`config.mk`:
```
export PLATFORM = sky130hd
export DESIGN_NAME = sample_streamer
export DESIGN_NICKNAME = d
export VERILOG_FILES = /design/src/rtl/streamer_pkg.sv /design/src/rtl/streamer_addr_gen.sv /design/src/rtl/sample_streamer.sv
export SDC_FILE = /design/constraint.sdc
export NUM_CORES = 1
export LEC_CHECK = 0
export ABC_AREA = 1
export BUFFER_PORTS_ARGS = -buffer_cell sky130_fd_sc_hd__clkbuf_2
export CAP_MARGIN = 5
export CORE_MARGIN = 2
export CORE_UTILIZATION = 30
export CTS_CLUSTER_SIZE = 30
export DETAILED_ROUTE_END_ITERATION = 6
export PLACE_DENSITY = 0.57
export SLEW_MARGIN = 10
export SYNTH_ARGS = -nofsm -noshare
export SYNTH_HDL_FRONTEND = slang
export SYNTH_SLANG_ARGS = --single-unit
export TNS_END_PERCENT = 10
```
`constraint.sdc`:
```
create_clock -name clk -period 3.05 [get_ports clk]
set_input_delay 0.61 -clock clk [delete_from_list [all_inputs] [get_ports clk]]
set_output_delay 0.61 -clock clk [all_outputs]
set_load 0.01 [all_outputs]
```
`src/rtl/streamer_pkg.sv`:
```
// Shared types and default widths for the sample streamer.
package streamer_pkg;

  localparam int unsigned ADDR_W_DEF = 15;
  localparam int unsigned DATA_W_DEF = 23;
  localparam int unsigned OUT_W_DEF  = 32;

  typedef enum logic [1:0] {
    IDLE     = 2'd0,
    WAIT_REQ = 2'd1,
    FETCH    = 2'd2,
    LATCH    = 2'd3
  } streamer_state_t;

endpackage

```
`src/rtl/streamer_addr_gen.sv`:
```
// ROM address window generator: holds start/end copies, steps the address,
// wraps modulo 2^ADDR_W and flags the last address of the window.
module streamer_addr_gen
  import streamer_pkg::*;
#(
  parameter int unsigned ADDR_W = ADDR_W_DEF
) (
  input  logic              clk,
  input  logic              rst,
  input  logic              load,
  input  logic              advance,
  input  logic              loop_en,
  input  logic [ADDR_W-1:0] start_addr,
  input  logic [ADDR_W-1:0] end_addr,
  output logic [ADDR_W-1:0] addr,
  output logic              at_end
);

  logic [ADDR_W-1:0] r_addr;
  logic [ADDR_W-1:0] r_start;
  logic [ADDR_W-1:0] r_end;
  logic              w_at_end;

  assign w_at_end = (r_addr == r_end);
  assign at_end   = w_at_end;
  assign addr     = r_addr;

  // One-shot end holds the address; loop end jumps back to the start copy.
  always_ff @(posedge clk or negedge rst) begin
    if (!rst) begin
      r_addr  <= '0;
      r_start <= '0;
      r_end   <= '0;
    end else if (load) begin
      r_addr  <= start_addr;
      r_start <= start_addr;
      r_end   <= end_addr;
    end else if (advance) begin
      if (w_at_end) begin
        if (loop_en) r_addr <= r_start;
      end else begin
        r_addr <= r_addr + ADDR_W'(1);
      end
    end
  end

endmodule

```
`src/rtl/sample_streamer.sv`:
```
// Paced ROM sample streamer feeding the IIR chain.
// Define SAMPLE_STREAMER_SIGNED_EN to sign-extend ROM words instead of zero-extending.
module sample_streamer
  import streamer_pkg::*;
#(
  parameter int unsigned ADDR_W = ADDR_W_DEF,
  parameter int unsigned DATA_W = DATA_W_DEF,
  parameter int unsigned OUT_W  = OUT_W_DEF
) (
  input  logic              clk,
  input  logic              rst,
  input  logic              sample_req,
  input  logic              start,
  input  logic              stop,
  input  logic              loop_en,
  input  logic [ADDR_W-1:0] start_addr,
  input  logic [ADDR_W-1:0] end_addr,
  output logic [ADDR_W-1:0] rom_addr,
  input  logic [DATA_W-1:0] rom_q,
  output logic [OUT_W-1:0]  sample_out,
  output logic              sample_valid,
  output logic              busy,
  output logic              done,
  output logic              overrun
);

  streamer_state_t  r_state;
  logic [OUT_W-1:0] r_sample_out;
  logic             r_sample_valid;
  logic             r_done;
  logic             r_overrun;
  logic [OUT_W-1:0] w_ext;
  logic             w_load;
  logic             w_advance;
  logic             w_at_end;

  assign w_load    = (r_state == IDLE) && start && !stop;
  assign w_advance = (r_state == LATCH) && !stop;

`ifdef SAMPLE_STREAMER_SIGNED_EN
  assign w_ext = OUT_W'($signed(rom_q));
`else
  assign w_ext = OUT_W'(rom_q);
`endif

  streamer_addr_gen #(
    .ADDR_W (ADDR_W)
  ) u_addr_gen (
    .clk        (clk),
    .rst        (rst),
    .load       (w_load),
    .advance    (w_advance),
    .loop_en    (loop_en),
    .start_addr (start_addr),
    .end_addr   (end_addr),
    .addr       (rom_addr),
    .at_end     (w_at_end)
  );

  // Playback FSM; stop pre-empts every other event in non-idle states.
  always_ff @(posedge clk or negedge rst) begin
    if (!rst) begin
      r_state        <= IDLE;
      r_sample_out   <= '0;
      r_sample_valid <= 1'b0;
      r_done         <= 1'b0;
      r_overrun      <= 1'b0;
    end else begin
      r_sample_valid <= 1'b0;
      r_done         <= 1'b0;
      case (r_state)
        IDLE: begin
          if (start && !stop) begin
            r_overrun <= 1'b0;
            r_state   <= WAIT_REQ;
          end
        end
        WAIT_REQ: begin
          if (stop)            r_state <= IDLE;
          else if (sample_req) r_state <= FETCH;
        end
        FETCH: begin
          if (stop) begin
            r_state <= IDLE;
          end else begin
            if (sample_req) r_overrun <= 1'b1;
            r_state <= LATCH;
          end
        end
        LATCH: begin
          if (stop) begin
            r_state <= IDLE;
          end else begin
            r_sample_out   <= w_ext;
            r_sample_valid <= 1'b1;
            if (sample_req) r_overrun <= 1'b1;
            if (w_at_end && !loop_en) begin
              r_done  <= 1'b1;
              r_state <= IDLE;
            end else begin
              r_state <= WAIT_REQ;
            end
          end
        end
        default: r_state <= IDLE;
      endcase
    end
  end

  assign busy         = (r_state != IDLE);
  assign sample_out   = r_sample_out;
  assign sample_valid = r_sample_valid;
  assign done         = r_done;
  assign overrun      = r_overrun;

endmodule

```
* Yosys cells after proc, flatten, opt, wreduce, memory -nomap -nowiden
Cells that the tools add are included.
** Storage, ports and cells
- Logic and storage cells :: 55
- Bits in registers :: 73
** Cells by class
- Equal/unequal tests :: 9
- Bitwise operators :: 1
- Reduce and logical (&&, ||, !) cells :: 16
- Add/sub/neg operators :: 1
- Muxes and demuxes :: 20
** Operator list (number)
- $mux W15 :: 4
- $add A15 B1 Y15 const B :: 1
- $eq A15 B15 Y1 :: 1
- $mux W1 :: 10
- $mux W2 :: 4
- $pmux W2 S4 :: 1
- $reduce_and A2 Y1 :: 3
- $reduce_bool A2 Y1 :: 3
- $logic_and A1 B1 Y1 :: 5
- $eq A2 B2 Y1 const B :: 2
- $ne A2 B1 Y1 const B :: 2
- $reduce_and A4 Y1 :: 1
- $ne A3 B2 Y1 const B :: 1
- $ne A3 B3 Y1 const B :: 1
- $eq A2 B1 Y1 const B :: 1
- $logic_not A1 Y1 :: 2
- $logic_not A2 Y1 :: 1
- $ne A2 B2 Y1 const B :: 1
- $pmux W1 S2 :: 1
- $reduce_or A2 Y1 :: 1
- $not A1 Y1 :: 1

* Longest topological paths before layout
- Depth in word-level cells :: 5
- Mapped depth :: 14
- Depth with buffers taken out :: 12

* Hierarchy
From an unflattened synthesis, not the netlist that was laid out.
** Second synthesis, totals
- Cell total of the unflattened synthesis :: 518
- Area total of the unflattened synthesis :: 3803.6 um2
** By module, submodules not included
- streamer_addr_gen :: times used 1, seq. area each 1126.1 um2, cells an instance 383, area an instance 2621.3 um2
- sample_streamer :: times used 1, seq. area each 700.7 um2, cells an instance 135, area an instance 1182.4 um2

* Least setup slack after synthesis
OpenSTA, ideal clock, no wires.
- Path type :: in2reg
- Start point :: input port stop
- End point :: register u_addr_gen.r_addr[13] (netlist: u_addr_gen.addr[13])
- Stages on the path :: 10
- Data arrival time :: 1.637 ns
- Path buffers :: 2
- Slack :: 1.296 ns
- Cells stage by stage :: inv_1 -> nand2_1 -> nor2_2 -> inv_2 -> buf_2 -> buf_2 -> nand3_1 -> nand2_1 -> nand2_1 -> nand2_1
** Between the ends
- Cells in the longest elaborated chain, start to end :: 4
** Ends and longest elaborated chain
- from (decl) :: RTL line sample_streamer.sv:14 : input logic stop,
- $logic_not A1 Y1 * :: RTL line sample_streamer.sv:37, sample_streamer.sv:38
- $logic_and A1 B1 Y1 (on tied branches) :: RTL line sample_streamer.sv:37, sample_streamer.sv:38
- $ne A3 B2 Y1 (no source line) or $reduce_bool A2 Y1 (tied branches)
- $reduce_and A2 Y1 (no source line)
- to (signal assigned) :: RTL line streamer_addr_gen.sv:35 : r_addr <= start_addr;
- to (signal assigned) :: RTL line streamer_addr_gen.sv:40 : if (loop_en) r_addr <= r_start;
- to (signal assigned) :: RTL line streamer_addr_gen.sv:42 : r_addr <= r_addr + ADDR_W'(1);
- to (decl) :: RTL line streamer_addr_gen.sv:19 : logic [ADDR_W-1:0] r_addr;
Every way passes the cells marked *; elsewhere a longest branch is shown, timed or not.
A chain may end at the register's enable or synchronous reset.

* Worst setup path after layout
- Start point :: register u_addr_gen.r_addr[7] (netlist: u_addr_gen.addr[7])
- End point :: register u_addr_gen.r_addr[13] (netlist: u_addr_gen.addr[13])
** Between the ends
- Cells in the longest elaborated chain, start to end :: 4
** Ends and longest elaborated chain
- $add A15 B1 Y15 or $eq A15 B15 Y1 (tied branches) :: RTL line streamer_addr_gen.sv:42, streamer_addr_gen.sv:24
- $mux W15 :: RTL line streamer_addr_gen.sv:39 : if (w_at_end) begin
- $mux W15 :: RTL line streamer_addr_gen.sv:38 : end else if (advance) begin
- $mux W15 :: RTL line streamer_addr_gen.sv:34 : end else if (load) begin
Parallel ways exist; a longest one is shown, timed or not. The select of a mux whose other input is x is not followed.

==> flow_metrics.py <==
metrics = {
    "placed_design": {
        "pre_cts_ws_ns": 0.868,
        "port_buffers": 100,
        "routabilityCongestion": 0.797,
        "hpwl_mm": 6.64,
    },
    "global_route": {
        "grt_use_met2_pct": 23.6,
        "gr-total-overflow": 0,
        "grtUsageMet3_pct": 4.69,
        "grt_start_max_net_pins": 74,
        "grt_usage_pct": 15.3,
        "grt_pass1_wl_mm": 15.9,
        "antenna_found_initial": 0,
        "gr-usage-met1_pct": 19.8,
        "top_usage_layer": "met2",
        "grt_pass1_vias": 3360,
    },
    "timing": {
        "post-route-min-period_ns": 2.15,
        "hold_viol_final": 0,
        "slew_headroom_pct": 52.2,
        "rsz0062_at_grt": "no",
        "worst_slack_ns": 0.898,
        "setup_tns_ns": 0,
        "max_freq_ghz": 0.465,
        "finalCritPeriodShare_pct": 70.6,
        "final_max_slew_viol_count": 0,
        "finalClockSkew_ns": 0.00629,
        "worst_pin_slew_ns": 0.717,
        "setup_viol_count_final": 0,
    },
    "floorplan": {
        "die_w_um": 115,
        "core_area_mm2": 0.0121,
        "ios": 110,
        "die_area_mm2": 0.0133,
        "initial_core_util_pct": 30.8,
        "die-height_um": 115,
        "rows": 40,
    },
    "cts": {
        "cts_hold_buf": 0,
        "cts_tree": "done",
        "h-tree-depth": 3,
        "cts-buffers-inserted": 9,
        "cts_buffer_depth": 2,
        "path_clk_slew_ns": 0.06,
        "clock_sinks": 73,
        "cts_setup_buffers": 0,
        "root_buffer": "clkbuf_16",
        "cts_resized": 0,
        "clock_latency_ns": 0.34,
    },
    "min_path": {
        "worst_hold_path_type": "input port to asynchronous set/reset pin",
    },
    "status": {
        "status": "finished clean",
    },
    "detailed_routing": {
        "wire_per_inst_um": 12.2,
        "drtAntennaViolNets": 0,
        "wl_mm": 9.48,
        "drt_iter0_markers": 217,
        "firstDrtPassIters": 4,
        "drc_errors": 0,
        "via_per_inst": 4.40,
        "vias": 3427,
    },
    "critical_path": {
        "cp.buffers_inverters": 1,
        "cpMostUsedCell": "nand2_1",
        "cp_slowest_stage_delay_ns": 0.50,
        "r2r_cells": 11,
        "r2r-start": "u_addr_gen.addr[7]",
        "crit_path_max_fanout": 15,
        "cp_cell_sequence": "inv_1 > nand2_1 > nand2_1 > nor2_1 > nand2_1 > nor2_2 > nand2_2 > o21ai_4 > nand2_2 > nand2_1 > nand2_1",
        "worstPathArrival_ns": 2.37,
        "cp.required_ns": 3.27,
        "r2r_slack_ns": 0.90,
        "cpMaxStageDelayCell": "dfrtp_1",
        "crit_type": "flip-flop to flip-flop",
        "reg2reg_to": "u_addr_gen.addr[13]",
        "cp_top_family": "simple AND/OR/NAND/NOR gates",
        "worstSetupEndpointType": "flip-flop",
        "crit_path_start_kind": "flip-flop",
    },
    "run": {
        "drv_cap": 0,
    },
    "synthesis": {
        "synth.most_common_cell": "nand2_1",
        "async_flop_share_pct": 100,
        "syn_inst": 510,
        "synthFlopType": "dfrtp_1",
        "synthTopCellsByArea": "dfrtp_1 (49%), nand2_1 (25%), nand3_1 (6.2%), inv_1 (3.8%), o21ai_0 (3.5%)",
        "ys_types": 25,
        "yosysWarnings": 0,
        "synth_area_leader_cell": "dfrtp_1",
        "yosysSeqAreaShare_pct": 49.1,
        "synth-edff-count": 0,
        "synth_commonest_cells": "nand2_1 (245), dfrtp_1 (73), nand3_1 (46), inv_1 (38), o21ai_0 (26)",
        "ys_ff_latch": 73,
        "synth_area_mm2": 0.00372,
        "yosys.area.top_type_share_pct": 49.1,
        "avgSynthCellArea_um2": 7.29,
    },
    "finish": {
        "layout-drive-gt1-share_pct": 22.0,
        "diodes": 0,
        "fillers": 1261,
        "area_growth_pct": 25.2,
        "final_nets": 666,
    },
    "power_and_ir_drop": {
        "ir_drop_uv": 379,
        "leakage_uw": 0.00262,
        "powerDensity_mw_per_mm2": 912,
    },
}
## worst register-to-register path: stages, from the launching register on
cell,delay (ns)
dfrtp_1,0.50
inv_1,0.07
nand2_1,0.06
nand2_1,0.05
nor2_1,0.09
nand2_1,0.09
nor2_2,0.44
nand2_2,0.15
o21ai_4,0.17
nand2_2,0.21
nand2_1,0.15
nand2_1,0.06
## sequential cells by signal (all words and copies together) (netlist names)
register	cells
overrun	1
u_addr_gen.r_end	15
sample_valid	1
u_addr_gen.r_start	15
u_addr_gen.addr	15
r_state	2
sample_out	23
done	1
## kinds of logic after synthesis
| kind of cell | Yosys count | synth area share (%) |
|---|---|---|
| and+or+nand+nor | 321 | 34.6 |
| DFF | 73 | 49.1 |
| adders and majority gates | 1 | 0.337 |
| buffers and inverters | 74 | 8.92 |
| other | 1 | 0.101 |
| xor gates and xnor gates | 10 | 2.36 |
| AOI/OAI and AO/OA | 30 | 4.58 |
## per-stage QoR
step / power, µW / util (%) / instance area (µm²) / hold slack (ns) / std cells
after CTS: 4320 / 38.6 / 4660 / 0.310 / 778
after global routing: 4650 / 38.6 / 4660 / 0.324 / 778
after floorplan: 2670 / - / 3750 / 0.314 / 518
after global placement: 3180 / 36.2 / 4360 / 0.451 / 763
after detailed placement: 3220 / 36.2 / 4360 / 0.457 / 763
final: 4250 / 38.6 / 4660 / 0.298 / 778
## power breakdown
group / switching (µW) / internal [µW] / leakage, µW / total, µW
Clock: 409 / 649 / 0.000144 / 1060
Combinational: 887 / 579 / 0.00154 / 1470
Sequential: 323 / 1400 / 0.000939 / 1720
Total: 1620 / 2630 / 0.00262 / 4250
## worst max path at each step
stage                            start                   to  cells past startpoint  slack, ns
CTS                 u_addr_gen.addr[9]  u_addr_gen.addr[13]                     11       0.85
floorplan                         stop  u_addr_gen.addr[13]                     10       1.30
detailed placement  u_addr_gen.addr[9]  u_addr_gen.addr[13]                     11       0.87
finish              u_addr_gen.addr[7]  u_addr_gen.addr[13]                     11       0.90
global placement    u_addr_gen.addr[9]  u_addr_gen.addr[12]                     11       0.91
global route        u_addr_gen.addr[7]   u_addr_gen.addr[3]                     11       0.64
## layer usage
metal / part of all wire [%] / vias to the layer above
li1: - / 1740
met1: 47 / 1568
met2: 45 / 104
met3: 6.8 / 15
met4: 1.7 / 0
met5: 0 / -
## cell usage in the layout (no fill, tap or decap)
master	netlist	routed
nand2_1	245	245
clkbuf_2	0	99
dfrtp_1	73	73
nand3_1	46	46
inv_1	38	38
o21ai_0	26	26
nor2_1	20	19
conb_1	1	9
clkbuf_16	0	9
inv_2	7	7
xor2_1	7	7
buf_4	10	5
xnor2_1	3	3
nor3_1	3	3
nor2_2	2	2
nand2_2	2	2
nand4_1	2	2
clkinv_2	0	2
nor2_4	0	1
o21ai_4	1	1
nand3b_1	1	1
a32o_1	1	1
a31oi_1	1	1
a22oi_1	1	1
ha_1	1	1
clkinv_4	0	1
clkinvlp_4	0	1
clkbuf_8	0	1
bufinv_16	0	1
buf_2	7	1
buf_12	0	1
## layout make-up
type	instances	area, µm²	share of cell area (%)
Clock buffer	10	239	5.13
Clock inverter	5	56.3	1.21
Inverter	45	169	3.63
Multi-Input combinational cell	371	1600	34.3
Sequential cell	73	1830	39.2
Tap cell	168	210	4.51
Timing Repair Buffer	106	558	12.0
No activity file was read; power rests on OpenSTA's default activity.
